--- src/rtl/lag_window_pkg.sv ---
// Shared constants, state encoding and fixed-point helpers for the lag window.
// Provides the Mpy_32 / mult / saturation arithmetic used on r[i].
package lag_window_pkg;

    localparam logic [11:0] AUTOCORR_R   = 12'h100;
    localparam logic [11:0] LAG_WINDOW_R = 12'h140;

    localparam logic signed [31:0] MAX_32 = 32'sh7FFF_FFFF;
    localparam logic signed [31:0] MIN_32 = 32'sh8000_0000;
    localparam logic signed [15:0] MAX_16 = 16'sh7FFF;
    localparam logic signed [15:0] MIN_16 = 16'sh8000;

    localparam logic [3:0] LAST_IDX = 4'd10;

    typedef enum logic [2:0] {
        IDLE  = 3'd0,
        RD    = 3'd1,
        LATCH = 3'd2,
        MUL   = 3'd3,
        WR    = 3'd4,
        DONE  = 3'd5
    } state_t;

    // Clamp a 34-bit intermediate sum to the signed 32-bit range.
    function automatic logic signed [31:0] sat32(input logic signed [33:0] x);
        if (x[33:31] == 3'b000 || x[33:31] == 3'b111)
            return x[31:0];
        else
            return x[33] ? MIN_32 : MAX_32;
    endfunction

    function automatic logic signed [15:0] mult16(input logic signed [15:0] a,
                                                  input logic signed [15:0] b);
        logic signed [31:0] p;
        p = (32'(a) * 32'(b)) >>> 15;
        if (p[31:15] == 17'h0_0000 || p[31:15] == 17'h1_FFFF)
            return p[15:0];
        else
            return p[31] ? MIN_16 : MAX_16;
    endfunction

    function automatic logic signed [31:0] mpy32(input logic signed [15:0] hi1,
                                                 input logic signed [15:0] lo1,
                                                 input logic signed [15:0] hi2,
                                                 input logic signed [15:0] lo2);
        logic signed [33:0] t;
        logic signed [31:0] acc;
        logic signed [15:0] m;
        t   = (34'(hi1) * 34'(hi2)) <<< 1;
        acc = sat32(t);
        m   = mult16(hi1, lo2);
        t   = 34'(acc) + (34'(m) <<< 1);
        acc = sat32(t);
        m   = mult16(lo1, hi2);
        t   = 34'(acc) + (34'(m) <<< 1);
        acc = sat32(t);
        return acc;
    endfunction

endpackage

--- src/rtl/lag_window_rom.sv ---
// Lag-window coefficient table, split into high and low 16-bit halves.
// Combinational lookup; indices outside 0..9 return zero.
module lag_wind_rom
    import lag_window_pkg::*;
(
    input  logic        [3:0]  index,
    output logic signed [15:0] lag_h,
    output logic signed [15:0] lag_l
);

    always_comb begin
        lag_h = 16'sd0;
        lag_l = 16'sd0;
        case (index)
            4'd0: begin lag_h = 16'sd32728; lag_l = 16'sd11904; end
            4'd1: begin lag_h = 16'sd32619; lag_l = 16'sd17280; end
            4'd2: begin lag_h = 16'sd32438; lag_l = 16'sd30720; end
            4'd3: begin lag_h = 16'sd32187; lag_l = 16'sd25856; end
            4'd4: begin lag_h = 16'sd31867; lag_l = 16'sd24192; end
            4'd5: begin lag_h = 16'sd31480; lag_l = 16'sd28992; end
            4'd6: begin lag_h = 16'sd31029; lag_l = 16'sd24384; end
            4'd7: begin lag_h = 16'sd30517; lag_l = 16'sd7360;  end
            4'd8: begin lag_h = 16'sd29946; lag_l = 16'sd19520; end
            4'd9: begin lag_h = 16'sd29321; lag_l = 16'sd14784; end
            default: begin lag_h = 16'sd0; lag_l = 16'sd0; end
        endcase
    end

endmodule

--- src/rtl/lag_window.sv ---
// Applies the lag window to r[0..10] in scratch memory, one word per 4 cycles.
// Define LAG_WINDOW_INPLACE_EN to write results back over the autocorrelation input.
module lag_window
    import lag_window_pkg::*;
(
    input  logic        clk,
    input  logic        reset,
    input  logic        start,
    input  logic [31:0] memOut,
    output logic [11:0] memReadAddr,
    output logic [11:0] memWriteAddr,
    output logic [31:0] memIn,
    output logic        memWrite,
    output logic        done
);

`ifdef LAG_WINDOW_INPLACE_EN
    localparam logic [11:0] OUT_BASE = AUTOCORR_R;
`else
    localparam logic [11:0] OUT_BASE = LAG_WINDOW_R;
`endif

    state_t             state_q, state_d;
    logic        [3:0]  idx_q, idx_d;
    logic signed [31:0] r_q, r_d;
    logic        [31:0] memIn_q, memIn_d;
    logic        [11:0] rdAddr_q, rdAddr_d;
    logic        [11:0] wrAddr_q, wrAddr_d;
    logic               memWrite_q, memWrite_d;
    logic               done_q, done_d;

    logic signed [15:0] lagH, lagL;
    logic signed [15:0] rHi, rLo;
    logic signed [31:0] rLoWide;
    logic signed [31:0] result;

    lag_wind_rom u_rom (
        .index (idx_q - 4'd1),
        .lag_h (lagH),
        .lag_l (lagL)
    );

    // L_Extract split of the latched word, then the windowed product.
    always_comb begin
        rHi     = r_q[31:16];
        rLoWide = (r_q >>> 1) - (32'(rHi) <<< 15);
        rLo     = rLoWide[15:0];
        result  = (idx_q == 4'd0) ? r_q : mpy32(rHi, rLo, lagH, lagL);
    end

    always_comb begin
        state_d  = state_q;
        idx_d    = idx_q;
        r_d      = r_q;
        memIn_d  = memIn_q;
        rdAddr_d = rdAddr_q;
        wrAddr_d = wrAddr_q;
        case (state_q)
            IDLE, DONE: begin
                if (start) begin
                    state_d  = RD;
                    idx_d    = 4'd0;
                    rdAddr_d = AUTOCORR_R;
                end
            end
            RD:    state_d = LATCH;
            LATCH: begin
                r_d     = memOut;
                state_d = MUL;
            end
            MUL: begin
                memIn_d  = result;
                wrAddr_d = OUT_BASE + {8'd0, idx_q};
                state_d  = WR;
            end
            WR: begin
                if (idx_q == LAST_IDX) begin
                    state_d = DONE;
                end else begin
                    state_d  = RD;
                    idx_d    = idx_q + 4'd1;
                    rdAddr_d = AUTOCORR_R + {8'd0, idx_q + 4'd1};
                end
            end
            default: state_d = IDLE;
        endcase
        memWrite_d = (state_d == WR);
        // done lags entry into DONE by one edge and drops on the restarting edge.
        done_d     = (state_q == DONE) && (state_d == DONE);
    end

    always_ff @(posedge clk) begin
        if (reset) begin
            state_q    <= IDLE;
            idx_q      <= 4'd0;
            r_q        <= 32'sd0;
            memIn_q    <= 32'd0;
            rdAddr_q   <= 12'd0;
            wrAddr_q   <= 12'd0;
            memWrite_q <= 1'b0;
            done_q     <= 1'b0;
        end else begin
            state_q    <= state_d;
            idx_q      <= idx_d;
            r_q        <= r_d;
            memIn_q    <= memIn_d;
            rdAddr_q   <= rdAddr_d;
            wrAddr_q   <= wrAddr_d;
            memWrite_q <= memWrite_d;
            done_q     <= done_d;
        end
    end

    assign memReadAddr  = rdAddr_q;
    assign memWriteAddr = wrAddr_q;
    assign memIn        = memIn_q;
    assign memWrite     = memWrite_q;
    assign done         = done_q;

endmodule

--- config.mk ---
export PLATFORM = sky130hd
export DESIGN_NAME = lag_window
export DESIGN_NICKNAME = d
export VERILOG_FILES = /design/src/rtl/lag_window_pkg.sv /design/src/rtl/lag_window_rom.sv /design/src/rtl/lag_window.sv
export SDC_FILE = /design/constraint.sdc
export NUM_CORES = 2
export LEC_CHECK = 0
export ABC_AREA = 1
export CAP_MARGIN = 20
export CORE_MARGIN = 2
export CORE_UTILIZATION = 60
export DETAILED_ROUTE_END_ITERATION = 7
export GPL_TIMING_DRIVEN = 0
export PLACE_DENSITY = 0.83
export SYNTH_ARGS = -nofsm -noshare
export SYNTH_HDL_FRONTEND = slang
export SYNTH_SLANG_ARGS = --single-unit
--- constraint.sdc ---
create_clock -name clk -period 14.99 [get_ports clk]
set_clock_uncertainty 0.2 [all_clocks]
set_input_delay 3.7475 -clock clk [delete_from_list [all_inputs] [get_ports clk]]
set_output_delay 3.7475 -clock clk [all_outputs]
set_load 0.01 [all_outputs]
Word-level counts from Yosys, hierarchy flattened
Memory sizes are Yosys's and may differ from the RTL's.
Index checks and enable logic that the tools add are counted.
{"block": "classes", "add_sub_neg": 7, "n_eq_ne": 15, "shift": 0, "order_cmp": 0, "mul": 3, "bitwise": 0, "n_div": 0, "muxes": 20, "n_reduce_logical": 16}
{"cell": "two-way mux 32 bit", "count": 7}
{"cell": "multiplier 16 x 16 -> 32 bit", "count": 3}
{"cell": "adder 32 x 17 -> 33 bit", "count": 2}
{"cell": "two-way mux 16 bit", "count": 4}
{"cell": "equality test 17 bit (second input constant)", "count": 2}
{"cell": "logical NOT 17 bit", "count": 2}
{"cell": "two-way mux 12 bit", "count": 2}
{"cell": "case mux 12 bit (2 select lines)", "count": 1}
{"cell": "equality test 3 bit (second input constant)", "count": 7}
{"cell": "adder 9 x 4 -> 10 bit (first input constant)", "count": 2}
{"cell": "subtractor 16 bit", "count": 1}
{"cell": "case mux 3 bit (5 select lines)", "count": 1}
{"cell": "logical NOT 3 bit", "count": 4}
{"cell": "two-way mux 4 bit", "count": 2}
{"cell": "case mux 4 bit (2 select lines)", "count": 1}
{"cell": "equality test 3 x 2 -> 1 bit (second input constant)", "count": 2}
{"cell": "two-way mux 3 bit", "count": 2}
{"cell": "logical OR 1 bit", "count": 5}
{"cell": "adder 4 x 1 -> 4 bit (second input constant)", "count": 1}
{"cell": "equality test 4 bit (second input constant)", "count": 1}
{"cell": "logical NOT 4 bit", "count": 1}
{"cell": "inequality test 2 bit (second input constant)", "count": 2}
{"cell": "subtractor 4 x 1 -> 4 bit (second input constant)", "count": 1}
{"cell": "equality test 3 x 1 -> 1 bit (second input constant)", "count": 1}
{"cell": "4 further kinds", "count": 4}
{"block": "totals", "register_bits": 97, "n_memories": 1, "rom_bits": 384, "mem_bits_rw": 0, "inputBits": 35, "latch_bits": 0}
{"name": "(name not given)", "words": 16, "width": 24, "read_ports": 1, "rd_clocked_by_memory_dff": 0, "write_ports": 0, "line": "lag_window_rom.sv:14", "rtl": "case (index)"}

Logic depth before layout (Yosys ltp)
An unclocked memory read counts as a cell.
{"block": "logic_depth", "ltp_word": 15, "ltp_mapped": 74}

By module
Synthesis repeated with hierarchy kept, for this count alone.
{"block": "hier_totals", "cells_unflattened": 5363, "area_unflattened_um2": 38079.0}
{"mod": "lag_window", "cells_each": 5273, "area_per_inst_um2": 37579.8, "n_inst": 1}
{"mod": "lag_wind_rom", "cells_each": 90, "area_per_inst_um2": 499.2, "n_inst": 1}

Worst setup path before layout
No wires, ideal clock.
{"block": "synth_path", "kind": "register to register", "start": "register idx_q[0]", "end": "register memIn_q[20] (netlist: memIn[20])", "n_path_buf": 7, "required_time_ns": 14.658, "setup_time_ns": 0.132, "t_arrival_ns": 12.246, "path_stages_with_launch": 66, "path_slack_ns": 2.412, "cell_sequence": "dfxtp_1 > inv_2 > ha_1 > ha_1 > clkbuf_1 > o21ai_0 > nand2_1 > clkbuf_1 > buf_1 > nand2_1 > fa_1 > fa_1 > inv_1 > fa_1 > fa_1 > fa_1 > inv_1 > fa_1 > [30 not listed] > nor2_1 > ha_1 > fa_1 > nand3_1 > nand2_1 > a21oi_1 > inv_1 > nand3_1 > nand2_1 > nand3_1 > nand3_1 > nand2_1 > nor2_1 > nor2_1 > clkbuf_1 > nand2_1 > nand2_1 > a21oi_1"}
{"block": "synth_between", "elab_chain_cells": 15}
{"item": "from (decl)", "line": "lag_window.sv:24", "rtl": "logic [3:0] idx_q, idx_d;"}
{"item": "from (signal assigned)", "line": "lag_window.sv:104", "rtl": "idx_q <= idx_d;"}
{"item": "subtractor 4 x 1 -> 4 bit", "line": "lag_window.sv:38", "rtl": ".index (idx_q - 4'd1),"}
{"item": "memory (16 x 24 bit)"}
{"item": "multiplier 16 x 16 -> 32 bit, on equally long branches", "line": "lag_window_pkg.sv:35, lag_window_pkg.sv:49"}
{"item": "equality test 17 bit, or another cell as far along", "line": "lag_window_pkg.sv:36", "rtl": "if (p[31:15] == 17'h0_0000 || p[31:15] == 17'h1_FFFF)"}
{"item": "logical OR 1 bit, on equally long branches", "line": "lag_window_pkg.sv:36, lag_window_pkg.sv:26"}
{"item": "two-way mux 16 bit / two-way mux 32 bit (equally long branches)", "line": "lag_window_pkg.sv:36, lag_window_pkg.sv:26"}
{"item": "adder 32 x 17 -> 33 bit", "line": "lag_window_pkg.sv:52", "rtl": "t = 34'(acc) + (34'(m) <<< 1);"}
{"item": "equality test 3 bit / logical NOT 3 bit (equally long branches)", "line": "lag_window_pkg.sv:26", "rtl": "if (x[33:31] == 3'b000 || x[33:31] == 3'b111)"}
{"item": "logical OR 1 bit", "line": "lag_window_pkg.sv:26"}
{"item": "two-way mux 32 bit", "line": "lag_window_pkg.sv:26"}
{"item": "adder 32 x 17 -> 33 bit", "line": "lag_window_pkg.sv:55", "rtl": "t = 34'(acc) + (34'(m) <<< 1);"}
{"item": "equality test 3 bit / logical NOT 3 bit (equally long branches)", "line": "lag_window_pkg.sv:26"}
{"item": "logical OR 1 bit", "line": "lag_window_pkg.sv:26"}
{"item": "two-way mux 32 bit", "line": "lag_window_pkg.sv:26"}
{"item": "two-way mux 32 bit *", "line": "lag_window.sv:48", "rtl": "result = (idx_q == 4'd0) ? r_q : mpy32(rHi, rLo, lagH, lagL);"}
{"item": "to (signal assigned)", "line": "lag_window.sv:106", "rtl": "memIn_q <= memIn_d;"}
{"item": "to (decl)", "line": "lag_window.sv:26", "rtl": "logic [31:0] memIn_q, memIn_d;"}
Mark *: on every way between the ends. The rest lies on a longest branch, timed or not.
A chain may end at the register's enable or synchronous reset.

Final worst setup path
{"block": "layout_path", "start": "register idx_q[0]", "end": "register memIn_q[1] (netlist: memIn[1])"}
Same word-level chain as after synthesis.

==> results.txt <==
status = finished clean
Async S/R FF share, synth = 0
R2R Path Start = idx_q[0]$_SDFFE_PP0P_
Rel. slew slack = 0.339
Routed WL = 97.5 mm
TritonCTS clock tree = done
Final ANT Viol Nets = 0
hold path startpoint = memIn[3]$_SDFFE_PP0N_
crit path max-delay cell type = fa_1
Layout area overhead = 6.97%
CP required = 15010 ps
DIE HEIGHT = 229 um
total clock sinks = 79
Seq cells post-synth = 79
Crit. Startpoint = idx_q[0]$_SDFFE_PP0P_
H-tree depth = 3
Vias = 27600
DR WL/cell = 20.2 um
P_int = 532 uW
fin crit share = 0.945
Top cell by count, worst path = nand2_1
YS warnings = 0
Max VDD drop = 0.0574 mV
largest net degree at the start of global routing = 20
GRT overflow = 0
FF-to-FF setup slack = 820 ps
Sw Ratio = 0.531
Min Hold Slack = 268 ps
Synth Flop Type = dfxtp_1
Cell Pwr Density = 35.0 nW/um^2
initial antenna violation count = 4
CTS Root Cell = clkbuf_16
Core Rows = 82
Final Setup Violations = 0
vias in the first global route = 27900
Synth Cell Area = 30300 um^2
Synth top area share = 0.351
Final Slew Violations = 0
Post-synth EDFFs = 0
crit-path max FO = 17
routability cong. = 1.07
fmax = 0.0706 GHz
Avg Synthesized Cell Area = 7.50 um^2
Hold Vio Cnt, Final = 0
path category of the worst min-delay check = reg2reg
clk_lat worst skew = 360 ps
combinational cell fraction of total power = 0.563
crit end category = register
layout cells sized above 1 = 0.0371
Die Wd = 229 um
All-Layer GR Usage = 0.384
Unique masters post-synth = 56
Slew @ Worst Pin = 991 ps
Final HPWL DP = 83.2 mm
Synth Instances = 4040
Psw = 602 uW
sequential share of the synthesized area = 0.0522
CTS Buf Count = 9
area of the multi-input gates = 25000 um^2
Clock Path Buffers = 2
Critical Path Start Type = register
RR Endpoint = memIn[1]$_SDFFE_PP0N_
Critical Path Max Stage Delay = 590 ps
Clock Pin Slew Worst Setup and Hold Paths = 80 ps
drt drc = 0
Final nets = 5061
FF+latch area = 1580 um^2
worst setup margin = 821 ps
Ports = 93
hold path cells = 2
Filler cells = 4478
Hold EP = memIn[3]$_SDFFE_PP0N_
R2R depth = 67
Yosys top cell by area = fa_1
crit path DAT = 14190 ps
router iterations before antenna repair = 8
critical path class = reg2reg
Pleak = 17.5 nW
Starting DRT DRC Count = 2785
max cap viols = 0
total core area = 50000 um^2
initial core utilization = 0.607
DIE AREA = 52300 um^2
pre-CTS setup slack = -708 ps
Clk network pwr share = 0.205
first-pass GRT wire length = 154 mm
Flop pwr share = 0.232
CTS Hold Bufs = 0
Vias/cell = 5.73
Tmin final = 14170 ps
IO buf count = 79
synth top area cells = fa_1, ha_1, inv_1
[flip-flops by register name, summed over array words and instances (netlist names)]
name / cells
memReadAddr: 2
state_q: 3
memWriteAddr: 5
memWrite: 1
memIn: 32
r_q: 32
idx_q: 3
done: 1
[kinds of logic (layout without fill, tap and decap cells)]
group	count (synthesis)	count (layout)	share of synthesized area
other cells	1	17	0.000124
fa+ha+maj	882	882	0.496
buf+inv	1008	1105	0.128
compound gates	556	556	0.102
flops	79	79	0.0522
simple gates	1403	1403	0.190
xor+xnor	111	111	0.0321
[how the worst max path moves through the flow]
stage,end,slack (ps),cells after the start
2_1_floorplan,memIn[20]$_SDFFE_PP0N_,2410,65
5_1_grt,memIn[22]$_SDFFE_PP0N_,-60,65
4_1_cts,memIn[1]$_SDFFE_PP0N_,3,64
3_5_place_dp,memIn[30]$_SDFFE_PP0N_,-710,66
6_report,memIn[1]$_SDFFE_PP0N_,820,67
3_3_place_gp,memIn[30]$_SDFFE_PP0N_,-620,66
[cells in the mapped netlist, drive strengths merged, types with 28 or more instances]
cell / n
inv: 863
nand2: 855
fa: 532
nor2: 394
ha: 350
a21oi: 275
o21ai: 176
clkbuf: 107
nand3: 81
dfxtp: 79
xor2: 58
xnor2: 53
nor3: 31
buf: 28
[area by class of cell]
type	instances	area share
diodes	4	0.000309
plain buffers	130	0.0185
clock buffers	9	0.00695
clock inverters	7	0.00216
inverters	873	0.102
multi-input cells	2965	0.770
flip-flops and latches	79	0.0489
well taps	672	0.0259
repair buffers	86	0.0260
[power by group through the flow]
stage	registers, mW	logic (mW)	clock network [mW]
after floorplan	0.249	0.393	0
after global placement	0.264	0.602	0
after detailed placement	0.264	0.608	0
after CTS	0.260	0.612	0.229
after global routing	0.263	0.682	0.239
final	0.263	0.638	0.232
[through the flow]
stage	power (mW)	setup TNS (ps)	util	area, um^2	instances
after floorplan	0.641	0	-	30300	4052
after detailed placement	0.872	-17890	0.640	32000	4805
after CTS	1.10	0	0.647	32300	4818
final	1.13	0	0.649	32400	4825
after global placement	0.866	-14530	0.640	32000	4803
after global routing	1.18	-479	0.649	32400	4821
[timing repair]
item | 4_1_cts | 5_1_grt
pin swaps | 0 | 1
buffers inserted | 0 | 5
endpoints found under the setup margin | 31 | 32
resized for setup | 15 | 51
[critical path: cells and delay by family, from the launching register on]
family / cells / cell delay, ps
DFF: 1 / 440
buffers and inverters: 16 / 2170
AOI/OAI and AO/OA: 9 / 1920
adders and majority gates: 14 / 5880
and+or+nand+nor: 27 / 3260
xor gates and xnor gates: 1 / 110
[placed cells by master (no fill, tap or decap), drive strengths merged, types with 13 or more instances in the layout]
cell type / synthesis / layout
a21o: 26 / 26
a21oi: 275 / 275
a31oi: 21 / 21
buf: 28 / 36
clkbuf: 107 / 110
clkdlybuf4s50: 0 / 79
conb: 1 / 13
dfxtp: 79 / 79
fa: 532 / 532
ha: 350 / 350
inv: 863 / 867
nand2: 855 / 855
nand3: 81 / 81
nor2: 394 / 394
nor3: 31 / 31
nor4: 13 / 13
o21ai: 176 / 176
xnor2: 53 / 53
xor2: 58 / 58
[layer usage]
metal  part of all wire  up-vias  global-route usage  wire [um]
li1                   -    12600                   -          -
met1               0.39    13100               0.515      38100
met2               0.43     1638               0.583      41800
met3               0.12      323              0.0993      12200
met4              0.056        2               0.177       5420
met5           0.000092        -                   0          9
Power figures use the tool's default switching activity.
